File: src/rtl/shuttle_scheduler.sv
// Two-stop shuttle sequencer: queues arrivals per stop and issues BOARD / DRIVE / ALIGHT
// commands over a valid/ready/done handshake, with a step_tick watchdog on each command.
module shuttle_scheduler #(
  parameter int unsigned MAX_WAIT      = 2,
  parameter int unsigned TIMEOUT_TICKS = 12
) (
  input  logic       i_clk,
  input  logic       i_rst,
  input  logic       i_step_tick,
  input  logic       i_arrive_b1,
  input  logic       i_arrive_b2,
  output logic       o_cmd_valid,
  output logic [1:0] o_cmd_op,
  output logic [1:0] o_cmd_cnt,
  input  logic       i_cmd_ready,
  input  logic       i_cmd_done,
  output logic       o_bus_at,
  output logic [1:0] o_wait_b1,
  output logic [1:0] o_wait_b2,
  output logic [1:0] o_load,
  output logic       o_drop,
  output logic [7:0] o_trips,
  output logic       o_busy,
  output logic       o_fault
);

  localparam int unsigned CNT_W  = 2;
  localparam int unsigned OP_W   = 2;
  localparam int unsigned WDOG_W = 4;
  localparam int unsigned TRIP_W = 8;

  localparam logic [CNT_W-1:0]  MAX_CNT   = CNT_W'(MAX_WAIT);
  localparam logic [WDOG_W-1:0] WDOG_LAST = WDOG_W'(TIMEOUT_TICKS - 1);
  localparam logic [OP_W-1:0]   OP_BOARD  = OP_W'(0);
  localparam logic [OP_W-1:0]   OP_UP     = OP_W'(1);
  localparam logic [OP_W-1:0]   OP_DOWN   = OP_W'(2);
  localparam logic [OP_W-1:0]   OP_ALIGHT = OP_W'(3);

  typedef enum logic [2:0] {
    S_IDLE, S_BOARD_REQ, S_BOARD_WAIT, S_DRIVE_REQ,
    S_DRIVE_WAIT, S_ALIGHT_REQ, S_ALIGHT_WAIT, S_FAULT
  } state_t;

  state_t              r_state, w_state_nxt;
  logic                r_cmd_valid, w_cmd_valid_nxt;
  logic [OP_W-1:0]     r_cmd_op, w_cmd_op_nxt;
  logic [CNT_W-1:0]    r_cmd_cnt, w_cmd_cnt_nxt;
  logic                r_bus_at, w_bus_at_nxt;
  logic [CNT_W-1:0]    r_wait_b1, w_wait_b1_nxt;
  logic [CNT_W-1:0]    r_wait_b2, w_wait_b2_nxt;
  logic [CNT_W-1:0]    r_load, w_load_nxt;
  logic                r_drop, w_drop_nxt;
  logic [TRIP_W-1:0]   r_trips, w_trips_nxt;
  logic                r_busy, w_busy_nxt;
  logic                r_fault, w_fault_nxt;
  logic [WDOG_W-1:0]   r_wdog, w_wdog_nxt;

  logic                w_xfer, w_in_wait, w_timeout;
  logic [CNT_W-1:0]    w_wait_here, w_wait_there;
  logic [CNT_W-1:0]    w_sub_b1, w_sub_b2, w_base_b1, w_base_b2;
  logic                w_acc_b1, w_acc_b2;

  assign w_xfer       = r_cmd_valid & i_cmd_ready;
  assign w_in_wait    = (r_state == S_BOARD_WAIT) | (r_state == S_DRIVE_WAIT) |
                        (r_state == S_ALIGHT_WAIT);
  assign w_timeout    = w_in_wait & ~i_cmd_done & i_step_tick & (r_wdog == WDOG_LAST);
  assign w_wait_here  = r_bus_at ? r_wait_b2 : r_wait_b1;
  assign w_wait_there = r_bus_at ? r_wait_b1 : r_wait_b2;

  // State register
  always_ff @(posedge i_clk) begin
    if (i_rst) r_state <= S_IDLE;
    else       r_state <= w_state_nxt;
  end

  // Next-state: a done pulse beats a watchdog expiry in the same cycle
  always_comb begin
    w_state_nxt = r_state;
    unique case (r_state)
      S_IDLE: begin
        if (w_wait_here != '0)       w_state_nxt = S_BOARD_REQ;
        else if (w_wait_there != '0) w_state_nxt = S_DRIVE_REQ;
      end
      S_BOARD_REQ:  if (w_xfer) w_state_nxt = S_BOARD_WAIT;
      S_BOARD_WAIT: begin
        if (i_cmd_done)     w_state_nxt = S_DRIVE_REQ;
        else if (w_timeout) w_state_nxt = S_FAULT;
      end
      S_DRIVE_REQ:  if (w_xfer) w_state_nxt = S_DRIVE_WAIT;
      S_DRIVE_WAIT: begin
        if (i_cmd_done)     w_state_nxt = (r_load != '0) ? S_ALIGHT_REQ : S_IDLE;
        else if (w_timeout) w_state_nxt = S_FAULT;
      end
      S_ALIGHT_REQ: if (w_xfer) w_state_nxt = S_ALIGHT_WAIT;
      S_ALIGHT_WAIT: begin
        if (i_cmd_done)     w_state_nxt = S_IDLE;
        else if (w_timeout) w_state_nxt = S_FAULT;
      end
      S_FAULT:      w_state_nxt = S_FAULT;
      default:      w_state_nxt = S_IDLE;
    endcase
  end

  // Output/datapath next values; command fields latch only on entry to a REQ state
  always_comb begin
    w_cmd_valid_nxt = (w_state_nxt == S_BOARD_REQ) | (w_state_nxt == S_DRIVE_REQ) |
                      (w_state_nxt == S_ALIGHT_REQ);
    w_cmd_op_nxt    = r_cmd_op;
    w_cmd_cnt_nxt   = r_cmd_cnt;
    w_bus_at_nxt    = r_bus_at;
    w_load_nxt      = r_load;
    w_trips_nxt     = r_trips;
    w_busy_nxt      = (w_state_nxt != S_IDLE);
    w_fault_nxt     = (w_state_nxt == S_FAULT);
    w_wdog_nxt      = r_wdog;
    w_sub_b1        = '0;
    w_sub_b2        = '0;

    if (w_state_nxt != r_state) begin
      unique case (w_state_nxt)
        S_BOARD_REQ: begin
          w_cmd_op_nxt  = OP_BOARD;
          w_cmd_cnt_nxt = w_wait_here;
        end
        S_DRIVE_REQ: begin
          w_cmd_op_nxt  = r_bus_at ? OP_DOWN : OP_UP;
          w_cmd_cnt_nxt = '0;
        end
        S_ALIGHT_REQ: begin
          w_cmd_op_nxt  = OP_ALIGHT;
          w_cmd_cnt_nxt = r_load;
        end
        default: ;
      endcase
    end

    if (w_xfer && (r_state == S_BOARD_REQ)) begin
      w_load_nxt = r_cmd_cnt;
      if (r_bus_at) w_sub_b2 = r_cmd_cnt;
      else          w_sub_b1 = r_cmd_cnt;
    end
    if ((r_state == S_DRIVE_WAIT) && i_cmd_done) begin
      w_bus_at_nxt = ~r_bus_at;
      w_trips_nxt  = r_trips + TRIP_W'(1);
    end
    if ((r_state == S_ALIGHT_WAIT) && i_cmd_done) w_load_nxt = '0;

    if (w_xfer)                        w_wdog_nxt = '0;
    else if (w_in_wait && i_step_tick) w_wdog_nxt = r_wdog + WDOG_W'(1);

    // Boarded passengers leave the queue before this cycle's arrival is judged
    w_base_b1     = r_wait_b1 - w_sub_b1;
    w_base_b2     = r_wait_b2 - w_sub_b2;
    w_acc_b1      = i_arrive_b1 & (w_base_b1 < MAX_CNT);
    w_acc_b2      = i_arrive_b2 & (w_base_b2 < MAX_CNT);
    w_wait_b1_nxt = w_base_b1 + CNT_W'(w_acc_b1);
    w_wait_b2_nxt = w_base_b2 + CNT_W'(w_acc_b2);
    w_drop_nxt    = (i_arrive_b1 & ~w_acc_b1) | (i_arrive_b2 & ~w_acc_b2);
  end

  // Registered outputs and datapath state
  always_ff @(posedge i_clk) begin
    if (i_rst) begin
      r_cmd_valid <= 1'b0;
      r_cmd_op    <= '0;
      r_cmd_cnt   <= '0;
      r_bus_at    <= 1'b0;
      r_wait_b1   <= '0;
      r_wait_b2   <= '0;
      r_load      <= '0;
      r_drop      <= 1'b0;
      r_trips     <= '0;
      r_busy      <= 1'b0;
      r_fault     <= 1'b0;
      r_wdog      <= '0;
    end else begin
      r_cmd_valid <= w_cmd_valid_nxt;
      r_cmd_op    <= w_cmd_op_nxt;
      r_cmd_cnt   <= w_cmd_cnt_nxt;
      r_bus_at    <= w_bus_at_nxt;
      r_wait_b1   <= w_wait_b1_nxt;
      r_wait_b2   <= w_wait_b2_nxt;
      r_load      <= w_load_nxt;
      r_drop      <= w_drop_nxt;
      r_trips     <= w_trips_nxt;
      r_busy      <= w_busy_nxt;
      r_fault     <= w_fault_nxt;
      r_wdog      <= w_wdog_nxt;
    end
  end

  assign o_cmd_valid = r_cmd_valid;
  assign o_cmd_op    = r_cmd_op;
  assign o_cmd_cnt   = r_cmd_cnt;
  assign o_bus_at    = r_bus_at;
  assign o_wait_b1   = r_wait_b1;
  assign o_wait_b2   = r_wait_b2;
  assign o_load      = r_load;
  assign o_drop      = r_drop;
  assign o_trips     = r_trips;
  assign o_busy      = r_busy;
  assign o_fault     = r_fault;

endmodule

File: config.mk
export PLATFORM = sky130hd
export DESIGN_NAME = shuttle_scheduler
export DESIGN_NICKNAME = d
export VERILOG_FILES = /design/src/rtl/shuttle_scheduler.sv
export SDC_FILE = /design/constraint.sdc
export NUM_CORES = 1
export LEC_CHECK = 0
export BUFFER_PORTS_ARGS = -buffer_cell sky130_fd_sc_hd__buf_2
export CAP_MARGIN = 20
export CORE_MARGIN = 4
export CORE_UTILIZATION = 45
export DETAILED_ROUTE_END_ITERATION = 8
export PLACE_DENSITY = 0.82
export SLEW_MARGIN = 20
export SYNTH_ARGS = -nofsm -noshare
export SYNTH_HDL_FRONTEND = slang
export SYNTH_SLANG_ARGS = --single-unit
File: constraint.sdc
create_clock -name i_clk -period 2.4 [get_ports i_clk]
set_clock_uncertainty 0.2 [all_clocks]
set_input_delay 0.24 -clock i_clk [delete_from_list [all_inputs] [get_ports i_clk]]
set_output_delay 0.24 -clock i_clk [all_outputs]
set_load 0.03 [all_outputs]
# [Word level (Yosys, flattened, before mapping)]
# Index checks and enable logic that the tools add are counted.
[word_totals] regBits=30 latch_bits=0 ram_bits=0 mem_bits_ro=0 out_inout_bits=23 memories=0
[classes] add_sub_neg=6 multipliers=0 div=0 magnitude_cmp=2 eq_ne=13 shifts=0 muxes=20 bitwise=17 reduce_logical=13
[op_table] op="$mux 3" n=10
[op_table] op="$pmux 3 s8" n=1
[op_table] op="$eq 3x3->1 const B" n=6
[op_table] op="$mux 2" n=7
[op_table] op="$pmux 2 s3" n=2
[op_table] op="$eq 3x2->1 const B" n=3
[op_table] op="$add 8x1->8 const B" n=1
[op_table] op="$and 1x1->1" n=8
[op_table] op="$eq 3x1->1 const B" n=2
[op_table] op="$reduce_bool 2->1" n=3
[op_table] op="$reduce_bool 3->1" n=2
[op_table] op="$or 1x1->1" n=5
[op_table] op="$add 2x1->2" n=2
[op_table] op="$add 4x1->4 const B" n=1
[op_table] op="$eq 4x4->1 const B" n=1
[op_table] op="$logic_and 1x1->1" n=4
[op_table] op="$lt 2x2->1 const B" n=2
[op_table] op="$not 1->1" n=4
[op_table] op="$reduce_or 2->1" n=2
[op_table] op="$sub 2x2->2" n=2
[op_table] op="$logic_not 3->1" n=1
[op_table] op="$ne 3x3->1" n=1
[op_table] op="$reduce_and 2->1" n=1

# [Depth between registers and ports, before layout]
[depth] ltp_word=12 ltp_mapped=11

# [Worst setup path after synthesis]
# No wires, ideal clock.
[synth_path] kind="reg2reg" from="reg r_cmd_valid, in the netlist o_cmd_valid" to="reg r_wait_b1[1], in the netlist o_wait_b1[1]" setup_ns=0.128 arrival_ns=1.990 t_required_ns=2.072 slack_ns=0.082 stages_incl_launch_ff=11 cell_sequence="dfxtp_1 > and4bb_2 > nand3_1 > nor2_1 > ha_1 > xor2_1 > xnor2_1 > nor2_1 > ha_1 > xnor2_1 > nor2_1"
[synth_via] elab_chain_cells=7
[synth_rtl] item="start: declaration" line_no="45" source="logic r_cmd_valid, w_cmd_valid_nxt;"
[synth_rtl] item="start signal: assignment" line_no="177" source="r_cmd_valid <= w_cmd_valid_nxt;"
[synth_rtl] item="$and 1x1->1 *" line_no="63" source="assign w_xfer = r_cmd_valid & i_cmd_ready;"
[synth_rtl] item="$logic_and 1x1->1 *" line_no="137" source="if (w_xfer && (r_state == S_BOARD_REQ)) begin"
[synth_rtl] item="$mux 2 *" line_no="137"
[synth_rtl] item="$sub 2x2->2 *" line_no="152" source="w_base_b1 = r_wait_b1 - w_sub_b1;"
[synth_rtl] item="$lt 2x2->1" line_no="154" source="w_acc_b1 = i_arrive_b1 & (w_base_b1 < MAX_CNT);"
[synth_rtl] item="$and 1x1->1" line_no="154"
[synth_rtl] item="$add 2x1->2 *" line_no="156" source="w_wait_b1_nxt = w_base_b1 + CNT_W'(w_acc_b1);"
[synth_rtl] item="end signal: assignment" line_no="181" source="r_wait_b1 <= w_wait_b1_nxt;"
[synth_rtl] item="end: declaration" line_no="49" source="logic [CNT_W-1:0] r_wait_b1, w_wait_b1_nxt;"
# Every way passes the cells marked *; elsewhere a longest branch is shown, timed or not.
# A chain may end at the register's enable or synchronous reset.

# [Worst setup path after layout]
[layout_path] from="reg r_state[1]" to="reg r_wait_b2[1], in the netlist o_wait_b2[1]"
[layout_via] elab_chain_cells=7
[layout_rtl] item="start: declaration" line_no="44" source="state_t r_state, w_state_nxt;"
[layout_rtl] item="start signal: assignment" line_no="73" source="else r_state <= w_state_nxt;"
[layout_rtl] item="$eq 3x1->1 *" line_no="137"
[layout_rtl] item="$logic_and 1x1->1 *" line_no="137"
[layout_rtl] item="$mux 2 *" line_no="137"
[layout_rtl] item="$sub 2x2->2 *" line_no="153" source="w_base_b2 = r_wait_b2 - w_sub_b2;"
[layout_rtl] item="$lt 2x2->1" line_no="155" source="w_acc_b2 = i_arrive_b2 & (w_base_b2 < MAX_CNT);"
[layout_rtl] item="$and 1x1->1" line_no="155"
[layout_rtl] item="$add 2x1->2 *" line_no="157" source="w_wait_b2_nxt = w_base_b2 + CNT_W'(w_acc_b2);"
[layout_rtl] item="end signal: assignment" line_no="182" source="r_wait_b2 <= w_wait_b2_nxt;"
[layout_rtl] item="end: declaration" line_no="50" source="logic [CNT_W-1:0] r_wait_b2, w_wait_b2_nxt;"
# Marked as above.

==> results.md <==
- Status: finished, final reports clean
- Antenna-violating nets left: 0
- Seq/Total Area, Yosys: 0.382
- Global-route wire length before repair: 5.56 mm
- Port bufs: 29
- Reg2reg end: o_wait_b2[1]
- Via Count: 1,386
- Starting Density: 0.467
- Total Routing Usage GR: 0.164
- CP Data Required Time: about 2400 ps
- Die Area: 4500 sq um
- Endpoints failing hold: 0
- FF-to-FF Start: r_state[1]
- Busiest grt layer: met2
- Antenna Cells: 0
- Iteration count of the initial detailed-routing pass: 4
- Crit-path cells: and4bb_2 > nand3_2 > nor2_1 > ha_1 > xor2_2 > xnor2_2 > nor2_1 > ha_1 > xnor2_1 > nor2_1
- Final Max Tran Viols: 0
- Synth Area in Compound Gates: 0.164
- Tot Pwr: 1.38 mW
- Net Count, Synth: 186
- Worst min-delay path class: in2reg
- Largest net degree at the start of global routing: 27
- LEAKAGE: 0.844 nW
- Fillers: 318
- CTS tree: done
- Mapped Cells: 173
- Synth top area share: 0.382
- Final count of negative-setup-slack endpoints: 0
- Post-synth top area cell: dfxtp_1
- Sequential Area: between 600 and 700 sq um
- Distinct cells, synth: 49
- DRT Wirelength: 3.39 mm
- Drt initial violations: 70
- Max Root-Sink Buffers: 2
- Register-to-register setup slack: ~130 ps
- Setup bufs post-CTS: 0
- Core Area: 3360 sq um
- Grt met3 use: 0.0472
- Min-delay src: i_step_tick
- Pwr dens: 730 nW/um^2
- Achievable Freq: 441 MHz
- Synth Cell Area: around 1600 sq um
- Die Wd: 67.1 microns
- GR Layer Usage met2: 0.272
- Max incr delay on CP: 350 ps
- Clk pin slew, worst setup/hold paths: 100 ps
- Setup TNS Final: 0 ps
- Post-synth EDFFs: 0
- Multi-input logic area: between 900 and 1000 sq um
- CP Buf/Inv Count: 0
- Fin area: about 1900 sq um
- Crit path kind: reg2reg
- Final Hold Slack: 102 ps
- Maxcap violations: 0
- Adder-cell share of the synthesized area: 0.0478
- H-tree Lvls: 2
- Post-Synth XOR/XNOR Area: 0.0892
- RD Place Congestion: 0.926
- Met1 usage: 0.189
- Rel. slew slack: 0.714
- Reg2reg path depth: 10
- DR DRC count: 0
- Vias per cell: 5.37
- Boundary Pins: 30
- DIE HEIGHT: 67.1 microns
- Synthesis Warnings: 0
- Fin nets: 224
- Slowest CP cell: and4bb_2
- WL/cell: 13.1 microns
- Initial antenna violation count: 0
- Crit end category: flip-flop
- Dpl hpwl: 2.57 mm
- Most common cell type on the critical path: nor2_1
- Worst hold stages: 4
- Simple-gate share of the synthesized area: 0.230
- Unrepaired setup endpoints after global routing: no
- Commonest cells after routing, fill and taps aside: buf_2, dfxtp_1, nor2_1, nand2_1, inv_1
- Area grow syn2layout: 20.3%
- Critical path arrival: between 2000 and 2500 ps
- Crit-path leading delay family: simple AND/OR/NAND/NOR gates
- Predominant post-synthesis flop cell: dfxtp_1
- Clock root buffer: clkbuf_4
- Share of cells above drive strength 1: 0.283
- CTS buffer count: 5
- End of the worst hold path: r_wdog[2]
- Yosys reg bits: 30
- Top cells by area, synth: dfxtp_1, nor2_1, xor2_1
- Worst-Margin Slew: 418 ps
- Mean Syn Cell Area: 9.08 sq um
- CP Max Fanout: 4
- Num rows: 21
- Clock Latency Late Sink: 320 ps
- Vias in the first global route: 1,277
- VDD IR-drop max: 0.000359 V
- Tcrit/Tclk final: 0.945
- Largest family of logic cells by synthesized area: simple AND/OR/NAND/NOR gates
- Gr ovfl total: 0
- Post-synthesis mux area share: 0.0319
- Fraction of registers with async set/reset: 0
- CTS Sinks: 30
- Min Tclk post-route: 2270 ps
- Placed cell areas: between 1500 and 2000 sq um
- CP startpoint kind: flip-flop
[layout make-up]
| type | instances | area share |
|---|---|---|
| clock buffers | 7 | 0.0291 |
| clock inverters | 1 | 0.00265 |
| inverters | 8 | 0.0159 |
| multi-input cells | 128 | 0.488 |
| flip-flops and latches | 30 | 0.319 |
| well taps | 46 | 0.0305 |
| repair buffers | 38 | 0.115 |
[kinds of logic (layout without fill, tap and decap cells)]
group	count (synthesis)	after routing
AO/OA/AOI/OAI	34	34
XOR/XNOR	16	16
adder cells (fa/ha/maj)	6	6
buffers and inverters	15	54
flip-flops	30	30
multiplexers	5	5
AND/OR/NAND/NOR	67	67
[per-layer routing]
| metal | vias up | wire length [microns] |
|---|---|---|
| met3 | 4 | 171 |
| met5 | - | 0 |
| met4 | 0 | 51 |
| met1 | 645 | 1490 |
| met2 | 40 | 1670 |
| li1 | 697 | - |
[where the power goes]
part / leakage [nW] / internal (mW) / switching (mW)
Sequential: 0.244 / 0.549 / 0.0538
Combinational: 0.565 / 0.182 / 0.282
Clock: 0.0353 / 0.142 / 0.170
[cell usage after synthesis (all sizes together), types with 2 or more instances]
library cell	count
nor2b	2
a31oi	2
o221ai	2
mux2i	5
inv	8
ha	6
nand3	7
xor2	9
nor4bb	2
and3	4
o211ai	5
o2111ai	2
xnor2	7
nand2	10
dfxtp	30
buf	5
o21ai	5
clkbuf	2
nand4	5
nor2	24
or3	5
a21oi	4
[worst register-to-register path, stage by stage, from the launching register on]
cell and delay [ps]:
dfxtp_1 320, and4bb_2 350, nand3_2 110, nor2_1 120
ha_1 190, xor2_2 190, xnor2_2 170, nor2_1 70
ha_1 200, xnor2_1 170, nor2_1 60
[how the worst max path moves through the flow]
stage                startpoint      endpoint  slack, ps  cells past startpoint
global route         r_state[1]  o_wait_b1[1]          1                     10
global placement    o_cmd_valid  o_wait_b2[0]        150                      9
floorplan           o_cmd_valid  o_wait_b1[1]         80                     10
detailed placement  o_cmd_valid  o_wait_b2[1]         40                     10
finish               r_state[1]  o_wait_b2[1]        130                     10
CTS                 o_cmd_valid  o_wait_b2[1]         40                     10
[per-stage QoR]
step           std cells   util  setup slack, ps
6_report             258  0.562              131
3_3_place_gp         248  0.526              146
3_5_place_dp         248  0.526             43.3
2_1_floorplan        173      -             82.4
5_1_grt              258  0.562             1.00
4_1_cts              258  0.550             39.0
[flip-flops by register name, indices dropped and copies added, names as in the netlist, 2 cells and up]
signal	cells
o_trips	8
o_wait_b2	2
r_wdog	4
o_cmd_op	2
o_wait_b1	2
o_load	2
o_cmd_cnt	2
r_state	3
[what timing repair did]
item | 4_1_cts | 5_1_grt
hold buffers | 2 | 0
setup endpoints to repair | 0 | 4
hold endpoints to repair | 1 | 0
resized for setup | 0 | 7
Note: power is estimated with default switching activity, not from simulation.
